$ cat src/rtl/pong_pkg.sv
// Shared Motion Pong definitions: FSM states, screen/frame defaults
// and a constant-width helper used by the ball and paddle engines.
package pong_pkg;

    typedef enum logic [1:0] {
        WAIT,
        ERASE,
        MOVE,
        DRAW
    } ball_state_t;

    localparam int SCREEN_W_DEF     = 640;
    localparam int SCREEN_H_DEF     = 480;
    localparam int FRAME_TICKS_60HZ = 833333;

    function automatic int clog2(input int v);
        int n;
        n = 0;
        while ((1 << n) < v) n++;
        return n;
    endfunction

endpackage

$ cat src/rtl/ball_sprite_engine_if.sv
// Pixel plot handshake between a sprite engine and the VGA adapter.
interface ball_sprite_engine_if #(
    parameter int X_W      = 10,
    parameter int Y_W      = 10,
    parameter int COLOUR_W = 3
);
    logic                plot_valid;
    logic                plot_ready;
    logic [X_W-1:0]      x_out;
    logic [Y_W-1:0]      y_out;
    logic [COLOUR_W-1:0] colour_out;

    modport master (
        output plot_valid, x_out, y_out, colour_out,
        input  plot_ready
    );

    modport slave (
        input  plot_valid, x_out, y_out, colour_out,
        output plot_ready
    );
endinterface

$ cat src/rtl/frame_tick_gen.sv
// Free-running down-counter; tick is high for the one clock
// in which the count sits at zero, then it reloads.
module frame_tick_gen
    import pong_pkg::*;
#(
    parameter int TICKS = FRAME_TICKS_60HZ
) (
    input  logic clock,
    input  logic resetn,
    output logic tick
);
    localparam int CW = (clog2(TICKS) > 0) ? clog2(TICKS) : 1;

    logic [CW-1:0] count;

    always_ff @(posedge clock) begin
        if (!resetn)
            count <= CW'(TICKS - 1);
        else if (count == '0)
            count <= CW'(TICKS - 1);
        else
            count <= count - 1'b1;
    end

    assign tick = (count == '0);
endmodule

$ cat src/rtl/ball_sprite_engine.sv
// Motion Pong ball: per-frame erase / move / redraw over the
// VGA plot handshake, with wall bounces and frame overrun flag.
module ball_sprite_engine
    import pong_pkg::*;
#(
    parameter int SCREEN_W    = SCREEN_W_DEF,
    parameter int SCREEN_H    = SCREEN_H_DEF,
    parameter int X_W         = 10,
    parameter int Y_W         = 10,
    parameter int SIZE        = 4,
    parameter int FRAME_TICKS = FRAME_TICKS_60HZ,
    parameter int COLOUR_W    = 3,
    parameter int BG_COLOUR   = 0,
    parameter int START_X     = 0,
    parameter int START_Y     = 0
) (
    input  logic                clock,
    input  logic                resetn,
    input  logic                enable,
    input  logic [COLOUR_W-1:0] colour_in,
    input  logic [3:0]          step,
    ball_sprite_engine_if.master plot,
    output logic [X_W-1:0]      ball_x,
    output logic [Y_W-1:0]      ball_y,
    output logic                hit_x,
    output logic                hit_y,
    output logic                frame_done,
    output logic                overrun
);
    localparam int XL   = SCREEN_W - SIZE;
    localparam int YL   = SCREEN_H - SIZE;
    localparam int LAST = SIZE * SIZE - 1;
    localparam int PW   = (2 * clog2(SIZE) > 0) ? 2 * clog2(SIZE) : 1;

    ball_state_t state, nxt;

    logic                x_dir, y_dir, pending;
    logic                tick, start, acc, last;
    logic [PW-1:0]       pix;
    logic [COLOUR_W-1:0] col_l;
    logic [X_W:0]        x_sum;
    logic [Y_W:0]        y_sum;
    logic [X_W-1:0]      nx;
    logic [Y_W-1:0]      ny;
    logic                nxd, nyd, hx, hy;

    frame_tick_gen #(.TICKS(FRAME_TICKS)) u_tick (
        .clock  (clock),
        .resetn (resetn),
        .tick   (tick)
    );

    assign plot.plot_valid = (state == ERASE) || (state == DRAW);
    assign plot.x_out      = ball_x + X_W'(pix % SIZE);
    assign plot.y_out      = ball_y + Y_W'(pix / SIZE);
    assign plot.colour_out = (state == DRAW) ? col_l
                                             : COLOUR_W'(BG_COLOUR);

    assign acc  = plot.plot_valid & plot.plot_ready;
    assign last = (pix == PW'(LAST));

    always_ff @(posedge clock) begin
        if (!resetn) state <= WAIT;
        else         state <= nxt;
    end

    always_comb begin
        nxt   = state;
        start = 1'b0;
        unique case (state)
            WAIT:  if (pending && enable) begin
                       nxt   = ERASE;
                       start = 1'b1;
                   end
            ERASE: if (acc && last) nxt = MOVE;
            MOVE:  nxt = DRAW;
            DRAW:  if (acc && last) nxt = WAIT;
            default: nxt = WAIT;
        endcase
    end

    // Sums carry one extra bit so a large step never wraps past the wall.
    always_comb begin
        x_sum = {1'b0, ball_x} + (X_W+1)'(step);
        nx    = ball_x;
        nxd   = x_dir;
        hx    = 1'b0;
        if (step != 4'd0) begin
            if (x_dir) begin
                if (x_sum >= (X_W+1)'(XL)) begin
                    nx = X_W'(XL); nxd = 1'b0; hx = 1'b1;
                end else begin
                    nx = x_sum[X_W-1:0];
                end
            end else if ({1'b0, ball_x} <= (X_W+1)'(step)) begin
                nx = '0; nxd = 1'b1; hx = 1'b1;
            end else begin
                nx = ball_x - X_W'(step);
            end
        end
    end

    always_comb begin
        y_sum = {1'b0, ball_y} + (Y_W+1)'(step);
        ny    = ball_y;
        nyd   = y_dir;
        hy    = 1'b0;
        if (step != 4'd0) begin
            if (y_dir) begin
                if (y_sum >= (Y_W+1)'(YL)) begin
                    ny = Y_W'(YL); nyd = 1'b0; hy = 1'b1;
                end else begin
                    ny = y_sum[Y_W-1:0];
                end
            end else if ({1'b0, ball_y} <= (Y_W+1)'(step)) begin
                ny = '0; nyd = 1'b1; hy = 1'b1;
            end else begin
                ny = ball_y - Y_W'(step);
            end
        end
    end

    always_ff @(posedge clock) begin
        if (!resetn) begin
            ball_x     <= X_W'(START_X);
            ball_y     <= Y_W'(START_Y);
            x_dir      <= 1'b1;
            y_dir      <= 1'b1;
            pending    <= 1'b0;
            pix        <= '0;
            col_l      <= '0;
            hit_x      <= 1'b0;
            hit_y      <= 1'b0;
            frame_done <= 1'b0;
            overrun    <= 1'b0;
        end else begin
            hit_x      <= 1'b0;
            hit_y      <= 1'b0;
            frame_done <= 1'b0;
            // A tick consumed by this cycle's frame start is not dropped.
            overrun    <= tick & pending & ~start;
            if (tick)       pending <= 1'b1;
            else if (start) pending <= 1'b0;
            if (acc) pix <= last ? '0 : pix + 1'b1;
            if (state == MOVE) begin
                ball_x <= nx;
                ball_y <= ny;
                x_dir  <= nxd;
                y_dir  <= nyd;
                hit_x  <= hx;
                hit_y  <= hy;
                col_l  <= colour_in;
            end
            if (state == DRAW && acc && last) frame_done <= 1'b1;
        end
    end
endmodule
$ cat src/flat_wrapper.sv
// flat-port wrapper written by rule: the top's interface ports become plain ports
module ball_sprite_engine_flat import pong_pkg::*;
#(
    parameter int SCREEN_W    = SCREEN_W_DEF,
    parameter int SCREEN_H    = SCREEN_H_DEF,
    parameter int X_W         = 10,
    parameter int Y_W         = 10,
    parameter int SIZE        = 4,
    parameter int FRAME_TICKS = FRAME_TICKS_60HZ,
    parameter int COLOUR_W    = 3,
    parameter int BG_COLOUR   = 0,
    parameter int START_X     = 0,
    parameter int START_Y     = 0
)
  (clock, resetn, enable, colour_in, step, ball_x, ball_y, hit_x, hit_y, frame_done, overrun, plot_plot_valid, plot_x_out, plot_y_out, plot_colour_out, plot_plot_ready);
  ball_sprite_engine_if #(.X_W(X_W), .Y_W(Y_W), .COLOUR_W(COLOUR_W)) plot_i ();
  input  logic clock;
  input  logic resetn;
  input  logic enable;
  input  logic [COLOUR_W-1:0] colour_in;
  input  logic [3:0] step;
  output logic [X_W-1:0] ball_x;
  output logic [Y_W-1:0] ball_y;
  output logic hit_x;
  output logic hit_y;
  output logic frame_done;
  output logic overrun;
  output wire logic [$bits(plot_i.plot_valid)-1:0] plot_plot_valid;
  output wire logic [$bits(plot_i.x_out)-1:0] plot_x_out;
  output wire logic [$bits(plot_i.y_out)-1:0] plot_y_out;
  output wire logic [$bits(plot_i.colour_out)-1:0] plot_colour_out;
  input wire logic [$bits(plot_i.plot_ready)-1:0] plot_plot_ready;
  assign plot_plot_valid = plot_i.plot_valid;
  assign plot_x_out = plot_i.x_out;
  assign plot_y_out = plot_i.y_out;
  assign plot_colour_out = plot_i.colour_out;
  assign plot_i.plot_ready = plot_plot_ready;
  ball_sprite_engine #(.SCREEN_W(SCREEN_W), .SCREEN_H(SCREEN_H), .X_W(X_W), .Y_W(Y_W), .SIZE(SIZE), .FRAME_TICKS(FRAME_TICKS), .COLOUR_W(COLOUR_W), .BG_COLOUR(BG_COLOUR), .START_X(START_X), .START_Y(START_Y)) u_core (.clock(clock), .resetn(resetn), .enable(enable), .colour_in(colour_in), .step(step), .plot(plot_i), .ball_x(ball_x), .ball_y(ball_y), .hit_x(hit_x), .hit_y(hit_y), .frame_done(frame_done), .overrun(overrun));
endmodule
$ cat config.mk
export PLATFORM = sky130hd
export DESIGN_NAME = ball_sprite_engine_flat
export DESIGN_NICKNAME = d
export VERILOG_FILES = /design/src/rtl/pong_pkg.sv /design/src/rtl/ball_sprite_engine_if.sv /design/src/rtl/frame_tick_gen.sv /design/src/rtl/ball_sprite_engine.sv /design/src/flat_wrapper.sv
export SDC_FILE = /design/constraint.sdc
export NUM_CORES = 1
export LEC_CHECK = 0
export CORE_MARGIN = 2
export CORE_UTILIZATION = 56
export CTS_CLUSTER_SIZE = 16
export DETAILED_ROUTE_END_ITERATION = 8
export GPL_TIMING_DRIVEN = 1
export HOLD_SLACK_MARGIN = 0.12
export PLACE_DENSITY = 0.81
export SLEW_MARGIN = 15
export SYNTH_ARGS = -nofsm -noshare
export SYNTH_HDL_FRONTEND = slang
export SYNTH_HIERARCHICAL = 1
export SYNTH_SLANG_ARGS = --single-unit
$ cat constraint.sdc
create_clock -name clock -period 3.57 [get_ports clock]
set_clock_uncertainty 0.05 [all_clocks]
set_input_delay 0.357 -clock clock [delete_from_list [all_inputs] [get_ports clock]]
set_output_delay 0.357 -clock clock [all_outputs]
set_load 0.05 [all_outputs]
### After elaboration in Yosys (flattened, before gate mapping)

Index checks and enable logic that the tools add are counted.

* bits in registers: 56
* bits of input ports: 11
* output and inout bits: 48
* logic and storage cells: 77

* $add $sub $neg: 8
* order comparisons: 4
* eq/ne operators: 7
* multiplexer cells: 27
* bitwise logic cells: 5
* reduce and logical (&&, ||, !) cells: 13

Operator list (count)
* 10-bit two-way mux: 6
* 10-bit by 4-bit adder with 11-bit output: 2
* 10-bit by 2-bit adder with 10-bit output: 2
* 10-bit by 4-bit <= comparator with 1-bit output: 2
* 20-bit logical NOT: 1
* 10-bit by 4-bit subtractor with 10-bit output: 2
* 20-bit by 1-bit subtractor with 20-bit output (second input constant): 1
* 1-bit two-way mux: 15
* 11-bit by 10-bit >= comparator with 1-bit output (second input constant): 1
* 11-bit by 9-bit >= comparator with 1-bit output (second input constant): 1
* 2-bit one-hot mux with 4 select lines: 1
* 2-bit two-way mux: 3
* 3-bit AND reduction: 2
* 4-bit by 1-bit adder with 4-bit output (second input constant): 1
* 2-bit equality test (second input constant): 2
* 4-bit equality test (second input constant): 1
* 1-bit logical AND: 4
* 4-bit two-way mux: 1
* 2-bit inequality test (second input constant): 2
* 4-bit nonzero test: 1
* 1-bit AND: 3
* 3-bit two-way mux: 1
* 2-bit by 1-bit equality test with 1-bit output (second input constant): 1
* 2-bit logical NOT: 1
* other kinds (6): 7

### Longest topological paths before layout

* depth in word-level cells: 6
* depth in mapped cells: 10
* depth with buffers taken out: 10

### Cells and area by module

Netlist, hierarchy kept.

Modules (own cells, without submodules)
* ball_sprite_engine: times used 1, cells each 433, area an instance 3494.6 µm², sequential area each 720.7 µm²
* frame_tick_gen: times used 1, cells each 107, area an instance 917.1 µm², sequential area each 400.4 µm²

### Least setup slack after synthesis

OpenSTA, ideal clock, no wires.

* path type: register to output
* from: register u_core.ball_y[1]
* to: output plot_y_out[8]
* arrival: 2707 ps
* required time: 3163 ps
* slack: 456 ps
* cell stages (with the launch flop): 7
* path buffers: 0
* path through: dfxtp_1 -> inv_1 -> fa_1 -> nand3b_1 -> nor2_1 -> nand3_1 -> xnor2_1

* longest elaborated chain between the ends: 1

Ends and longest elaborated chain
* start, declared: RTL line ball_sprite_engine.sv:24 `output logic [Y_W-1:0] ball_y,`
* start signal, assigned: RTL line ball_sprite_engine.sv:126 `ball_y <= Y_W'(START_Y);`
* start signal, assigned: RTL line ball_sprite_engine.sv:147 `ball_y <= ny;`
* 10-bit by 2-bit adder with 10-bit output: RTL line ball_sprite_engine.sv:55 `assign plot.y_out = ball_y + Y_W'(pix / SIZE);`
* end, declared: RTL line flat_wrapper.sv:30 `output wire logic [$bits(plot_i.y_out)-1:0] plot_y_out;`

Every way passes these cells.

### Final worst setup path

* from: register u_core.ball_y[1]
* to: output plot_y_out[6]

The elaborated chain is that of the path after synthesis.

==> metrics <==
Core Area between 7000 and 8000 µm²; fmax 0.2977 GHz; peak supply drop 0.0002116 V; Post-synth EDFFs 0; crit end category output port; status finished, final reports clean; Final setup viols 0; Clock power frac roughly a third; Total GRT Usage roughly 27%; Fin. Hold Viols 0; type of origin of the critical path register; Final ANT Viol Nets 0; FF+latch area 1121 µm²; Remaining DRCs 0; WL final 11.23 mm; reg2reg setup slack 0.78 ns; CTS root buf clkbuf_8; Max clock buf depth 2; top cell type's share of synthesized area 25.41%; FFs w/ async S/R, synth 0%; post-synth top area cell dfxtp_1; later-pin clock latency in the skew report roughly 0.32 ns; IO buf count 58; syn_area_per_cell slightly above 8 µm²; drt via density between 6 and 7; number of DRC markers in iteration 0 329; RSZ-0062 raised after global routing false; FF+latch count, synth 56; slew of the pin with the lowest slew margin 0.7678 ns; CP max FO 8; share of layout cells above drive strength 1 7.407%; pwr/cell area about 220 nW/µm²; worst hold-check path type reg2reg; Worst-path clk slew about 0.11 ns; CTS tree built; post-synth cell types 70; pre-CTS setup slack about 0.24 ns; cell area after synthesis 4412 µm²; placer congestion estimate approximately 0.93; initial antenna violation count 0; HPWL Detailed 8.590 mm; CP Class reg2out; pin count of the biggest net entering global routing 21; Setup Buffers After CTS 0; Antenna Cells 0; Starting Density 57.39%; Final Cell Area a little over 5000 µm²; register share of total power 57.2%; Cell Rows 32; DR WL/cell 16.13 µm; Most used DFF post-synth dfxtp_1; die width about 93 µm; Power Internal 0.0008222 W; CTS Buf Count 5; global-route wire length before repair about 19 mm; Setup TNS 0 ns; Layout area overhead 17.13%; fillcell total 675; Slew HR 48.42%; Die Span Y approximately 90 µm; Placement Cell Area slightly above 5000 µm²; gr ovfl total 0; via count 4,309; Comb pwr share approximately a tenth; CP required 3.16 ns; Ports 59; leak pwr 2.001 nW; final worst slack 0.2114 ns; synth warn 6; Final min period ~3.4 ns; DR pass1 iterations 5; die area 8604 µm²; sw frac 26.38%; Mapped Cells 540; area of the multi-input gates 3047 µm²; worst hold slack 0.4096 ns; syn_nets 584; ranking of synthesized cells by area dfxtp_1 (25%), ha_1 (7.7%), xor2_1 (5.0%), xnor2_1 (4.2%), nor2_1 (3.8%); Seq/Total Area, Yosys 25.41%; MaxCap Viol Count 0; Slew Viols, Final 0; Final period util 94.08%; CTS H-tree depth 2; vias in the first global route 3,859; Hold Buf Count CTS 0; Nets 637; clk sinks 56; NetSw between 0.0002 and 0.0003 W; commonest non-fill, non-tap cell in the layout clkdlybuf4s50_1; crit path DAT about 3.0 ns; most frequent cells in the layout clkdlybuf4s50_1 (57), dfxtp_1 (56), nor2_1 (45); CTS-repair resized insts 0
-- worst max-delay path: stages (launching register included) --
cell and delay [ns]:
dfxtp_1 0.58, inv_1 0.12, fa_1 0.52, nand3b_1 0.23, nor2_1 0.21, xor2_1 0.16
clkdlybuf4s50_1 0.82
-- final timing paths --
| path | startpoint | endpoint | depth (start not counted) |
|---|---|---|---|
| worst max-delay path | u_core/ball_y[1]$_SDFFE_PN0P_ | plot_y_out[6] | 6 |
| worst min-delay path | u_core/u_tick/count[0]$_SDFF_PP0_ | u_core/u_tick/count[0]$_SDFF_PP0_ | 1 |
| worst max register to register | u_core/ball_x[2]$_SDFFE_PN0P_ | u_core/ball_x[5]$_SDFFE_PN0P_ | 8 |
| worst min register to register | u_core/u_tick/count[0]$_SDFF_PP0_ | u_core/u_tick/count[0]$_SDFF_PP0_ | 1 |
-- through the flow --
stage / power [W] / instances / util [%]
floorplan: 0.0007207 / 540 / -
global placement: 0.0007550 / 688 / 66.02
detailed placement: 0.0007580 / 688 / 66.02
CTS: 0.001125 / 696 / 67.19
global route: 0.001165 / 696 / 67.22
finish: 0.001117 / 696 / 67.22
-- cell usage after synthesis, drive strengths merged, types with 9 or more instances --
master / number
xnor2: 21
nand2: 35
dfxtp: 56
or3: 10
inv: 29
nand3: 23
nor2: 45
nor2b: 16
buf: 18
ha: 27
o21ai: 32
a21oi: 27
nor3: 14
o31ai: 10
xor2: 25
and2: 9
o21a: 9
-- registers in the layout, summed over array words and instances, names as in the netlist, 2 cells and up --
register             flops
u_core/col_l             3
u_core/ball_y           10
u_core/ball_x           10
u_core/u_tick/count     20
u_core/pix               4
u_core/state             2
-- power groups by stage --
stage                     Sequential (W)  Combinational (W)  Clock (W)
after floorplan                 0.000652          0.0000691          0
after global placement          0.000653           0.000102          0
after detailed placement        0.000654           0.000104          0
after CTS                       0.000639           0.000105   0.000380
after global routing            0.000641           0.000118   0.000406
final                           0.000639           0.000107   0.000371
-- layout make-up --
cell class / count / share of cell area [%]
multi-input combinational: 431 / 58.96
inverter: 29 / 2.107
clock inverter: 2 / 0.3390
timing repair buffer: 70 / 13.03
tap: 102 / 2.470
sequential: 56 / 21.69
clock buffer: 6 / 1.404
-- kinds of logic after synthesis --
logic type | Yosys count | synth area share, %
AOI/OAI and AO/OA | 142 | 23.23
xor gates and xnor gates | 46 | 9.132
buffers and inverters | 53 | 5.530
muxes | 7 | 1.617
and+or+nand+nor | 203 | 24.70
adders and majority gates | 33 | 10.38
DFF | 56 | 25.41
-- metal layers --
metal / routed length (µm) / share of wire (%) / up-vias / GRT usage, %
met2: 5206 / 46 / 208 / 43.66
met3: 857 / 7.6 / 25 / 3.417
met5: 0 / 0 / - / 0
li1: - / - / 2055 / -
met1: 4963 / 44 / 2021 / 37.58
met4: 201 / 1.8 / 0 / 7.598
Note: power is estimated with default switching activity, not from simulation.
